### src/rtl/dm_store_buffer_pkg.sv
// Shared definitions for the data-memory store path: memory op encodings
// (common with the load extender) and the store FIFO entry layout.
package dm_store_buffer_pkg;

  typedef enum logic [2:0] {
    MEM_OP_W = 3'b000,
    MEM_OP_B = 3'b010,
    MEM_OP_H = 3'b100
  } mem_op_e;

  typedef struct packed {
    logic [29:0] word;
    logic [31:0] wdata;
    logic [3:0]  be;
  } sb_entry_t;

  function automatic logic [31:0] word_addr(input logic [29:0] word);
    return {word, 2'b00};
  endfunction

endpackage

### src/rtl/dm_store_buffer_if.sv
// Bundle of the MEM-stage store/load ports and the data-memory write port
// seen by the store buffer.
interface dm_store_buffer_if;
  // st_valid/st_ready: a store transfers on any cycle both are high; mem_req/mem_ack:
  // the head entry is consumed on any cycle both are high and is held stable otherwise.
  logic        st_valid;
  logic        st_ready;
  logic [31:0] st_addr;
  logic [31:0] st_data;
  logic [2:0]  st_op;
  logic        st_err;
  logic [31:0] st_err_addr;
  logic        mem_req;
  logic [31:0] mem_addr;
  logic [31:0] mem_wdata;
  logic [3:0]  mem_be;
  logic        mem_ack;
  logic        ld_valid;
  logic [31:0] ld_addr;
  logic        ld_hazard;
  logic        buf_empty;

  modport slave (
    input  st_valid, st_addr, st_data, st_op, mem_ack, ld_valid, ld_addr,
    output st_ready, st_err, st_err_addr, mem_req, mem_addr, mem_wdata, mem_be,
           ld_hazard, buf_empty
  );

  modport master (
    output st_valid, st_addr, st_data, st_op, mem_ack, ld_valid, ld_addr,
    input  st_ready, st_err, st_err_addr, mem_req, mem_addr, mem_wdata, mem_be,
           ld_hazard, buf_empty
  );
endinterface

### src/rtl/dm_store_align.sv
// Combinational store aligner: replicates sb/sh data across the word and
// derives byte enables; flags misaligned addresses and unknown ops.
module dm_store_align
  import dm_store_buffer_pkg::*;
(
  input  logic [1:0]  i_addr_lo,
  input  logic [31:0] i_data,
  input  logic [2:0]  i_op,
  output logic [31:0] o_wdata,
  output logic [3:0]  o_be,
  output logic        o_illegal
);

  always_comb begin
    o_wdata   = i_data;
    o_be      = 4'b0000;
    o_illegal = 1'b1;
    case (i_op)
      MEM_OP_B: begin
        o_wdata   = {4{i_data[7:0]}};
        o_be      = 4'b0001 << i_addr_lo;
        o_illegal = 1'b0;
      end
      MEM_OP_H: begin
        o_wdata   = {2{i_data[15:0]}};
        o_be      = i_addr_lo[1] ? 4'b1100 : 4'b0011;
        o_illegal = i_addr_lo[0];
      end
      MEM_OP_W: begin
        o_wdata   = i_data;
        o_be      = 4'b1111;
        o_illegal = (i_addr_lo != 2'b00);
      end
      default: begin
        o_wdata   = i_data;
        o_be      = 4'b0000;
        o_illegal = 1'b1;
      end
    endcase
  end

endmodule

### src/rtl/dm_store_buffer.sv
// Store buffer between the MEM stage and the data-memory write port: aligns
// stores, queues them in a small FIFO, drains over req/ack and flags hazards.
module dm_store_buffer
  import dm_store_buffer_pkg::*;
#(
  parameter int DEPTH = 2
) (
  input  logic                   clk,
  input  logic                   rst_n,
  dm_store_buffer_if.slave       bus,
  output logic [$clog2(DEPTH):0] o_count
);

  localparam int PTR_W = $clog2(DEPTH);
  localparam int CNT_W = PTR_W + 1;

  sb_entry_t          r_mem [DEPTH];
  logic [DEPTH-1:0]   r_valid;
  logic [PTR_W-1:0]   r_rd_ptr;
  logic [PTR_W-1:0]   r_wr_ptr;
  logic [CNT_W-1:0]   r_count;
  logic               r_st_err;
  logic [31:0]        r_st_err_addr;

  logic [31:0] w_wdata;
  logic [3:0]  w_be;
  logic        w_illegal;
  logic        w_full;
  logic        w_accept;
  logic        w_push;
  logic        w_pop;
  logic        w_hazard;
  sb_entry_t   w_head;
  logic        w_unused_ld;

  dm_store_align u_align (
    .i_addr_lo (bus.st_addr[1:0]),
    .i_data    (bus.st_data),
    .i_op      (bus.st_op),
    .o_wdata   (w_wdata),
    .o_be      (w_be),
    .o_illegal (w_illegal)
  );

  // No push-through when full: st_ready depends only on the registered count.
  assign w_full   = (r_count == CNT_W'(DEPTH));
  assign w_accept = bus.st_valid & ~w_full;
  assign w_push   = w_accept & ~w_illegal;
  assign w_pop    = (r_count != '0) & bus.mem_ack;

  always_ff @(posedge clk or negedge rst_n) begin
    if (!rst_n) begin
      for (int i = 0; i < DEPTH; i++) r_mem[i] <= '0;
      r_valid       <= '0;
      r_rd_ptr      <= '0;
      r_wr_ptr      <= '0;
      r_count       <= '0;
      r_st_err      <= 1'b0;
      r_st_err_addr <= '0;
    end else begin
      if (w_push) begin
        r_mem[r_wr_ptr]   <= '{word: bus.st_addr[31:2], wdata: w_wdata, be: w_be};
        r_valid[r_wr_ptr] <= 1'b1;
        r_wr_ptr          <= r_wr_ptr + PTR_W'(1);
      end
      if (w_pop) begin
        r_valid[r_rd_ptr] <= 1'b0;
        r_rd_ptr          <= r_rd_ptr + PTR_W'(1);
      end
      case ({w_push, w_pop})
        2'b10:   r_count <= r_count + CNT_W'(1);
        2'b01:   r_count <= r_count - CNT_W'(1);
        default: r_count <= r_count;
      endcase
      r_st_err <= w_accept & w_illegal;
      if (w_accept & w_illegal) r_st_err_addr <= bus.st_addr;
    end
  end

  // Hazard is word-granular; the byte offset of the load is irrelevant.
  always_comb begin
    w_hazard = 1'b0;
    for (int i = 0; i < DEPTH; i++) begin
      if (r_valid[i] && (r_mem[i].word == bus.ld_addr[31:2])) w_hazard = 1'b1;
    end
  end

  assign w_unused_ld = ^bus.ld_addr[1:0];
  assign w_head      = r_mem[r_rd_ptr];

  assign bus.st_ready    = ~w_full;
  assign bus.st_err      = r_st_err;
  assign bus.st_err_addr = r_st_err_addr;
  assign bus.mem_req     = (r_count != '0);
  assign bus.mem_addr    = word_addr(w_head.word);
  assign bus.mem_wdata   = w_head.wdata;
  assign bus.mem_be      = w_head.be;
  assign bus.ld_hazard   = bus.ld_valid & w_hazard;
  assign bus.buf_empty   = (r_count == '0);
  assign o_count         = r_count;

endmodule

### src/flat_wrapper.sv
// flat-port wrapper written by rule: the top's interface ports become plain ports
module dm_store_buffer_flat import dm_store_buffer_pkg::*;
#(
  parameter int DEPTH = 2
)
  (clk, rst_n, o_count, bus_st_valid, bus_st_addr, bus_st_data, bus_st_op, bus_mem_ack, bus_ld_valid, bus_ld_addr, bus_st_ready, bus_st_err, bus_st_err_addr, bus_mem_req, bus_mem_addr, bus_mem_wdata, bus_mem_be, bus_ld_hazard, bus_buf_empty);
  dm_store_buffer_if bus_i ();
  input  logic clk;
  input  logic rst_n;
  output logic [$clog2(DEPTH):0] o_count;
  input wire logic [$bits(bus_i.st_valid)-1:0] bus_st_valid;
  input wire logic [$bits(bus_i.st_addr)-1:0] bus_st_addr;
  input wire logic [$bits(bus_i.st_data)-1:0] bus_st_data;
  input wire logic [$bits(bus_i.st_op)-1:0] bus_st_op;
  input wire logic [$bits(bus_i.mem_ack)-1:0] bus_mem_ack;
  input wire logic [$bits(bus_i.ld_valid)-1:0] bus_ld_valid;
  input wire logic [$bits(bus_i.ld_addr)-1:0] bus_ld_addr;
  output wire logic [$bits(bus_i.st_ready)-1:0] bus_st_ready;
  output wire logic [$bits(bus_i.st_err)-1:0] bus_st_err;
  output wire logic [$bits(bus_i.st_err_addr)-1:0] bus_st_err_addr;
  output wire logic [$bits(bus_i.mem_req)-1:0] bus_mem_req;
  output wire logic [$bits(bus_i.mem_addr)-1:0] bus_mem_addr;
  output wire logic [$bits(bus_i.mem_wdata)-1:0] bus_mem_wdata;
  output wire logic [$bits(bus_i.mem_be)-1:0] bus_mem_be;
  output wire logic [$bits(bus_i.ld_hazard)-1:0] bus_ld_hazard;
  output wire logic [$bits(bus_i.buf_empty)-1:0] bus_buf_empty;
  assign bus_i.st_valid = bus_st_valid;
  assign bus_i.st_addr = bus_st_addr;
  assign bus_i.st_data = bus_st_data;
  assign bus_i.st_op = bus_st_op;
  assign bus_i.mem_ack = bus_mem_ack;
  assign bus_i.ld_valid = bus_ld_valid;
  assign bus_i.ld_addr = bus_ld_addr;
  assign bus_st_ready = bus_i.st_ready;
  assign bus_st_err = bus_i.st_err;
  assign bus_st_err_addr = bus_i.st_err_addr;
  assign bus_mem_req = bus_i.mem_req;
  assign bus_mem_addr = bus_i.mem_addr;
  assign bus_mem_wdata = bus_i.mem_wdata;
  assign bus_mem_be = bus_i.mem_be;
  assign bus_ld_hazard = bus_i.ld_hazard;
  assign bus_buf_empty = bus_i.buf_empty;
  dm_store_buffer #(.DEPTH(DEPTH)) u_core (.clk(clk), .rst_n(rst_n), .bus(bus_i), .o_count(o_count));
endmodule
### config.mk
export PLATFORM = sky130hd
export DESIGN_NAME = dm_store_buffer_flat
export DESIGN_NICKNAME = d
export VERILOG_FILES = /design/src/rtl/dm_store_buffer_pkg.sv /design/src/rtl/dm_store_buffer_if.sv /design/src/rtl/dm_store_align.sv /design/src/rtl/dm_store_buffer.sv /design/src/flat_wrapper.sv
export SDC_FILE = /design/constraint.sdc
export NUM_CORES = 1
export LEC_CHECK = 0
export ABC_AREA = 1
export CELL_PAD_IN_SITES_DETAIL_PLACEMENT = 2
export CELL_PAD_IN_SITES_GLOBAL_PLACEMENT = 2
export CORE_MARGIN = 2
export CORE_UTILIZATION = 27
export DETAILED_ROUTE_END_ITERATION = 6
export PLACE_DENSITY = 0.85
export SETUP_SLACK_MARGIN = 0.3
export SLEW_MARGIN = 20
export SYNTH_ARGS = -nofsm -noshare
export SYNTH_HDL_FRONTEND = slang
export SYNTH_SLANG_ARGS = --single-unit
### constraint.sdc
create_clock -name clk -period 1.7 [get_ports clk]
set_input_delay 0.34 -clock clk [delete_from_list [all_inputs] [get_ports clk]]
set_output_delay 0.34 -clock clk [all_outputs]
set_load 0.02 [all_outputs]
==> results of run 1 <==
metal layers:
metal	GRT overflow	GRT usage (%)
met5	0	12.74
met4	98	81.95
met3	3	55.40
met2	89	94.27
met1	0	72.04
what timing repair did:
action,CTS
buffers inserted,62
endpoints found under the hold margin,29
setup endpoints to repair,275
resized for setup,982
cloned,46
pin swaps,48
hold buffers,1
per-stage QoR:
step | cell area [um2] | util (%)
after global placement | 12120 | 38.42
after detailed placement | 12120 | 38.42
after CTS | 15880 | 50.32
after floorplan | 8862 | -
kinds of logic after synthesis:
group,share of synthesized area (%)
buf+inv,10.42
compound gates,13.40
simple gates,25.76
other cells,0.04332
xor+xnor,0.8094
flops,49.43
fa+ha+maj,0.1445
==> run_results.csv, run 1 <==
group,metric,value,unit
yosys,synth_top_area_cell,"dfrtp_1",
yosys,synth.avg_cell_area,7.244,um2
yosys,ys_seq_elements,171,
yosys,netlist_area,0.008657,mm2
floorplan,num_io_pins,211,
status,status,"stopped before the end",
timing,crit_endpoint,"bus_ld_hazard",
grt,grt-ovfl-total,190,
timing,worstEpCategory,"primary output",
floorplan,die_x,183.1,um
floorplan,rows,65,
grt,grt_usage,74.34,%
yosys,yosysSeqAreaShare,49.43,%
floorplan,initial_core_util,27.43,%
floorplan,die_y,183.1,um
place,place.gp.congestion,0.8247,
yosys,netlist_instances,1195,
place,dp_slack,-1075,ps
yosys,synth-main-ff-cell,"dfrtp_1",
clock_network,clk_path_buf_depth,2,
clock_network,clockRootBuffer,"clkbuf_16",
status,stop_stage,"5_1_grt",
yosys,synthTopCellsByArea,"dfrtp_1, nand2_1, o21ai_0",
place,place.port_buffers,206,
grt,grt_max_degree,41,
place,place_inst,1868,
clock_network,cts_sinks,171,
place,hpwl,27500,um
yosys,synth.yosys.warnings,0,
yosys,synth_commonest_cells,"nand2_1, dfrtp_1, inv_1",
yosys,yosysMostFrequentCell,"nand2_1",
yosys,netlist-cell-type-count,28,
clock_network,cts_buffers,17,
status,stop_error,"[ERROR GRT-0232] Routing congestion too high. Check the congestion heatmap in the GUI.",
yosys,synth_async_sr_flop_share,100.0,%
yosys,synth_edf_count,0,
grt,antenna_found_initial,8,
clock_network,htreeDepth,4,
yosys,synth_top_cell_area_share,49.43,%
==> run 2: changes to the inputs <==
- CELL_PAD_IN_SITES_DETAIL_PLACEMENT: 2 -> unset
- CELL_PAD_IN_SITES_GLOBAL_PLACEMENT: 2 -> unset
- CORE_UTILIZATION: 27 -> 20
- PLACE_DENSITY: 0.85 -> unset
- PLACE_DENSITY_LB_ADDON: unset -> 0.15
- SETUP_SLACK_MARGIN: 0.3 -> unset
==> run 2 against run 1 <==
Synthesized cell count did not move. The flow now finishes, with violations (negative setup slack). Synthesized area unchanged.
==> run_results.csv, run 2 <==
group,metric,value,unit
timing,max_freq,0.4537,GHz
setup_path,setup.worst_path.end_class,"output port",
place,place.port_buffers,206,
yosys,ys_seq_elements,171,
route,firstDrtPassIters,5,
yosys,synthTopCellsByArea,"dfrtp_1, nand2_1, o21ai_0",
setup_path,crit_top_cell,"nor2_1",
layout,final_util,34.34,%
timing,tns,-23620,ps
grt,grt_pass1_vias,8252,
layout,drive_gt1_share,28.15,%
floorplan,coreArea,0.04289,mm2
clock_network,cts_buffers,17,
route,vias_per_cell,4.089,
clock_network,clockRootBuffer,"clkbuf_16",
yosys,synth.avg_cell_area,7.244,um2
status,status,"complete, but fails checks",
floorplan,initial_core_util,20.19,%
place,place.gp.congestion,0.8306,
job,max_cap_violations,0,
floorplan,num_io_pins,211,
setup_path,reg2reg_depth,10,
timing,finalHoldViolCount,0,
clock_network,clock_latency,450,ps
layout,largest_reg_flops,132,
timing,fin_crit,2204,ps
setup_path,start_kind,"flip-flop",
grt,grt-ovfl-total,0,
layout,final_common_cell,"nand2_1",
yosys,synth_async_sr_flop_share,100.0,%
min_path,hp-class,"in2async",
yosys,netlist_instances,1195,
layout,final_cell_mix,"nand2_1, dfrtp_1, inv_1",
grt,grt_pass1_wl,50200,um
setup_path,worstSetupPathDepth,11,
layout,fill_cells,4479,
layout,area_growth,70.14,%
yosys,synth_commonest_cells,"nand2_1, dfrtp_1, inv_1",
floorplan,die_area,0.04497,mm2
power_and_ir_drop,power_density,1960,mW/mm2
clock_network,cts.clk_slew.worst_paths,70,ps
yosys,synth_top_area_cell,"dfrtp_1",
timing,setup_violations,67,
route,avgRoutedWirePerCell,17.12,um
power_and_ir_drop,ir_drop,0.001045,V
place,hpwl,24230,um
route,drt-initial-drc-count,435,
yosys,yosysMostFrequentCell,"nand2_1",
route,vias,8734,
clock_network,htreeDepth,4,
power_and_ir_drop,power_leakage,7.250,nW
floorplan,rows,76,
yosys,synth-main-ff-cell,"dfrtp_1",
place,place_inst,2053,
status,violations,"negative setup slack",
yosys,synth_top_cell_area_share,49.43,%
layout,regMostFlops,"u_core.r_mem",
grt,grt_usage,15.05,%
route,postRouteAntennaNets,0,
setup_path,critical_path_class,"reg2out",
setup_path,cp.arrival,1860,ps
route,wl,36570,um
yosys,synth_edf_count,0,
yosys,netlist-cell-type-count,28,
clock_network,cts_sinks,171,
yosys,synth.yosys.warnings,0,
grt,antenna_found_initial,4,
setup_path,worst-path-max-fanout,2,
setup_path,critPathBufInv,2,
setup_path,cpMaxStageDelayCell,"dfrtp_1",
timing,skew,7.044,ps
setup_path,cp_top_family,"simple AND/OR/NAND/NOR gates",
grt,grt_max_degree,50,
clock_network,clk_path_buf_depth,2,
timing,rsz0062_at_grt,"yes",
place,postPlaceCellArea,0.01225,mm2
setup_path,crit_required,1360,ps
layout,fin_cells,2136,
setup_path,cpPeakStageDelay,380,ps
layout,stdcell_area,0.01473,mm2
timing,setup_ws,-504.2,ps
route,drc,0,
floorplan,die_x,212.1,um
timing,holdWs,357.2,ps
place,dp_slack,-1041,ps
timing,finalCritPeriodShare,129.7,%
setup_path,cp_cell_sequence,"buf_4 > nand2_2 > o21ai_2 > nor2_1 > nand2_1 > nor2_1 > nand2_1 > nor2_1 > nor2_1 > nor2_1 > buf_4",
floorplan,die_y,212.1,um
timing,final_max_slew_viol_count,0,
layout,nNetsFinal,1641,
yosys,yosysSeqAreaShare,49.43,%
clock_network,cts_tree,"built",
yosys,netlist_area,0.008657,mm2
power_and_ir_drop,finalPower,28.88,mW
==> run 2: cell counts after synthesis <==
No cell type changed its count.
==> run 2: path summary, 6_finish.rpt <==
check	from	to	slack [ps]
min in group clk	bus_st_addr[1]	u_core.r_mem[1]	410
max in group asynchronous	rst_n	u_core.r_mem[54]	730
max	u_core.r_mem[39]	bus_ld_hazard	-500
min reg2reg	u_core.bus.st_err_addr[10]	u_core.bus.st_err_addr[10]	470
max reg2reg	u_core.o_count[0]	u_core.r_mem[108]	90
min	rst_n	u_core.bus.st_err_addr[20]	360
==> run 2: logic make-up (layout without fill, tap and decap cells) <==
kind of cell / Yosys count / after routing / share of synthesized area [%]
flops: 171 / 171 / 49.43
simple gates: 581 / 581 / 25.76
xor+xnor: 8 / 8 / 0.8094
compound gates: 222 / 222 / 13.40
other cells: 1 / 4 / 0.04332
buf+inv: 211 / 564 / 10.42
fa+ha+maj: 1 / 1 / 0.1445
==> run 2: timing repair <==
action,CTS,global route
gates cloned,3,16
hold buffers,1,0
pin swaps,6,51
setup endpoints to repair,118,192
resized for setup,493,317
setup buffers,8,27
hold endpoints to repair,28,0
==> run 2: layer usage <==
layer	routed length [um]	part of all wire (%)	GRT usage (%)
met1	16570	45	19.68
met5	31	0.085	0
met3	1950	5.3	4.106
met4	325	0.89	3.278
met2	17700	48	24.79
==> run 2: final cells by class <==
class	count	area (um2)	area share (%)
antenna	2	5.005	0.03398
clock buffer	18	429.2	2.914
clock inverter	14	193.9	1.317
inverter	156	618.1	4.196
multi-input combinational	814	4370	29.67
sequential	171	4284	29.09
tap	585	732.0	4.969
timing repair buffer	375	4088	27.75
timing repair inverter	1	8.758	0.05946
==> run 2: power by group <==
part	internal, mW	switching, mW	leakage, nW	total (mW)
Clock	2.47	1.84	0.301	4.31
Combinational	8.25	8.94	4.84	17.2
Sequential	6.03	1.35	2.11	7.38
Total	16.8	12.1	7.25	28.9
Note: power is estimated with default switching activity, not from simulation.
==> run 3: changes to the inputs <==
- CTS_BUF_LIST: unset -> sky130_fd_sc_hd__clkbuf_2
==> run 3 against run 2 <==
The run still ends with negative setup slack left. Clock skew increased by 17 ps. Register-to-register slack got worse by 400 ps. Core utilization grew 3.6 points. Sequential power is 0.9% higher. Critical path type unchanged. Largest cell class is now non-clock buffers. Largest power group unchanged.
==> run_results.csv, run 3 (synthesis gave the netlist of run 2 again) <==
group,metric,value,unit
clock_network,clk_path_buf_depth,2,
setup_path,setup.worst_path.end_class,"output port",
timing,setup_violations,274,
timing,finalHoldViolCount,0,
timing,tns,-92230,ps
grt,grt_usage,16.49,%
timing,slew_headroom,58.86,%
setup_path,start_kind,"flip-flop",
timing,finalCritPeriodShare,161.5,%
route,drt-initial-drc-count,431,
setup_path,worst-path-max-fanout,4,
grt,grt_pass1_vias,8841,
floorplan,die_area,0.04497,mm2
min_path,holdPathEnd,"u_core.r_mem[102]",
clock_network,cts_sinks,171,
clock_network,htreeDepth,4,
place,place.port_buffers,206,
setup_path,critical_path_class,"reg2out",
setup_path,crit_required,1360,ps
setup_path,critPathBufInv,1,
setup_path,cp.arrival,2410,ps
min_path,whs_path_depth,3,
timing,skew,23.93,ps
grt,grt_max_degree,42,
clock_network,cts_tree,"built",
min_path,min_from,"bus_st_addr[2]",
place,hpwl,24230,um
clock_network,clockRootBuffer,"clkbuf_2",
floorplan,die_x,212.1,um
route,wl,39800,um
route,drc,0,
layout,fill_cells,4335,
floorplan,die_y,212.1,um
setup_path,cpPeakStageDelay,520,ps
setup_path,r2r_end,"u_core.r_mem[84]",
timing,final_max_slew_viol_count,0,
route,route.met3.wl,2135,um
layout,final_common_cell,"nand2_1",
status,status,"complete, but fails checks",
layout,stdcell_area,0.01626,mm2
floorplan,coreArea,0.04289,mm2
timing,rsz0062_at_grt,"yes",
route,firstDrtPassIters,4,
floorplan,num_io_pins,211,
grt,grt-ovfl-total,0,
grt,grt_pass1_wl,54430,um
setup_path,cp_cell_sequence,"nand2_1 > nand2_1 > nor2_2 > nand2_1 > nor2_1 > nand2_1 > nor2_2 > nor2_2 > nor2_1 > buf_4",
setup_path,reg2reg_setup_slack,-310,ps
setup_path,r2r-start,"u_core.o_count[0]",
timing,worstMarginPinSlew,617.1,ps
layout,drive_gt1_share,37.92,%
clock_network,cts.clk_slew.worst_paths,290,ps
timing,setup_ws,-1046,ps
timing,max_freq,0.3642,GHz
layout,area_growth,87.83,%
route,postRouteAntennaNets,0,
layout,final_util,37.92,%
status,violations,"negative setup slack",
place,postPlaceCellArea,0.01225,mm2
place,place.gp.congestion,0.8306,
clock_network,clock_latency,890,ps
clock_network,cts_buffers,17,
layout,largest_reg_flops,132,
power_and_ir_drop,power_density,1812,mW/mm2
setup_path,crit_top_cell,"nand2_1",
route,wl_met1,17280,um
route,vias,9275,
layout,nNetsFinal,1735,
setup_path,cp_top_family,"simple AND/OR/NAND/NOR gates",
floorplan,initial_core_util,20.19,%
route,top_layer,"met5",
timing,holdWs,90.15,ps
route,avgRoutedWirePerCell,17.83,um
layout,regMostFlops,"u_core.r_mem",
min_path,hp-class,"in2reg",
route,vias_per_cell,4.155,
route,wl_met2,19770,um
timing,fin_crit,2746,ps
power_and_ir_drop,power_leakage,7.904,nW
job,max_cap_violations,0,
power_and_ir_drop,ir_drop,0.001014,V
layout,final_cell_mix,"nand2_1, dfrtp_1, buf_6",
floorplan,rows,76,
setup_path,reg2reg_depth,14,
grt,antenna_found_initial,8,
setup_path,cpMaxStageDelayCell,"dfrtp_1",
## run 3: cell count changes in the layout (fill, tap and decap cells not counted), sizes merged
cell | before | now
dlygate4sd3 | 1 | 31
clkbuf | 28 | 35
inv | 157 | 158
buf | 229 | 320
clkdlybuf4s15 | 2 | 0
dlygate4sd2 | 33 | 0
clkdlybuf4s50 | 95 | 100
dlymetal6s2s | 5 | 0
diode | 2 | 4
## run 3: area by class of cell
cell class | instances | area (um2) | share of cell area, %
Timing Repair inverter | 2 | 36.28 | 0.2231
Tap cell | 585 | 732.0 | 4.501
Clock inverter | 14 | 193.9 | 1.193
Multi-Input combinational cell | 814 | 4707 | 28.95
Sequential cell | 171 | 4287 | 26.36
Inverter | 156 | 631.9 | 3.886
Antenna cell | 4 | 10.01 | 0.06156
Timing Repair Buffer | 468 | 5573 | 34.27
Clock buffer | 18 | 90.09 | 0.5540
## run 3: per-layer routing
layer,up-vias,GRT usage [%]
li1,4565,-
met1,4413,20.81
met2,247,27.90
met3,40,4.682
met4,10,3.667
met5,-,0
## run 3: worst register-to-register path, cell delays in order (launching register included)
cell       delay (ps)
dfrtp_2           480
buf_6             120
inv_4              50
nand2_4            60
buf_6             110
buf_6             100
buf_6             110
nand2_4            60
a21oi_4            40
buf_6             150
nand2_8           160
clkinv_16         100
buf_12            150
clkbuf_16         170
o21ai_2           110
## run 3: what timing repair did
item | CTS | global route
pin swaps | 17 | 53
gates resized for setup | 835 | 347
hold buffers | 32 | 0
cloned | 16 | 24
endpoints found under the hold margin | 249 | 0
setup endpoints to repair | 114 | 268
setup buffers | 41 | 47
## run 3: worst max-delay path by stage
stage,startpoint,endpoint,slack (ps),depth (start not counted)
finish,u_core.r_mem[37],bus_ld_hazard,-1050,10
global route,u_core.r_mem[37],bus_ld_hazard,-1330,10
CTS,u_core.r_mem[39],bus_ld_hazard,-1130,11
detailed placement,bus_ld_addr[14],bus_ld_hazard,-1040,12
global placement,bus_ld_addr[11],bus_ld_hazard,-1020,12
floorplan,u_core.r_rd_ptr,bus_mem_addr[14],-90,4
## run 3: stage by stage
stage | setup WS, ps | total power, mW | std cells
floorplan | -88.35 | 13.01 | 1196
global placement | -1021 | 20.01 | 2053
detailed placement | -1041 | 20.04 | 2053
CTS | -1129 | 26.74 | 2173
global route | -1331 | 31.33 | 2231
finish | -1046 | 29.46 | 2232
## run 3: power breakdown
group / internal (mW) / total (mW) / switching (mW)
clock: 0.983 / 2.66 / 1.68
sequential: 6.00 / 7.45 / 1.46
combinational: 9.78 / 19.4 / 9.57
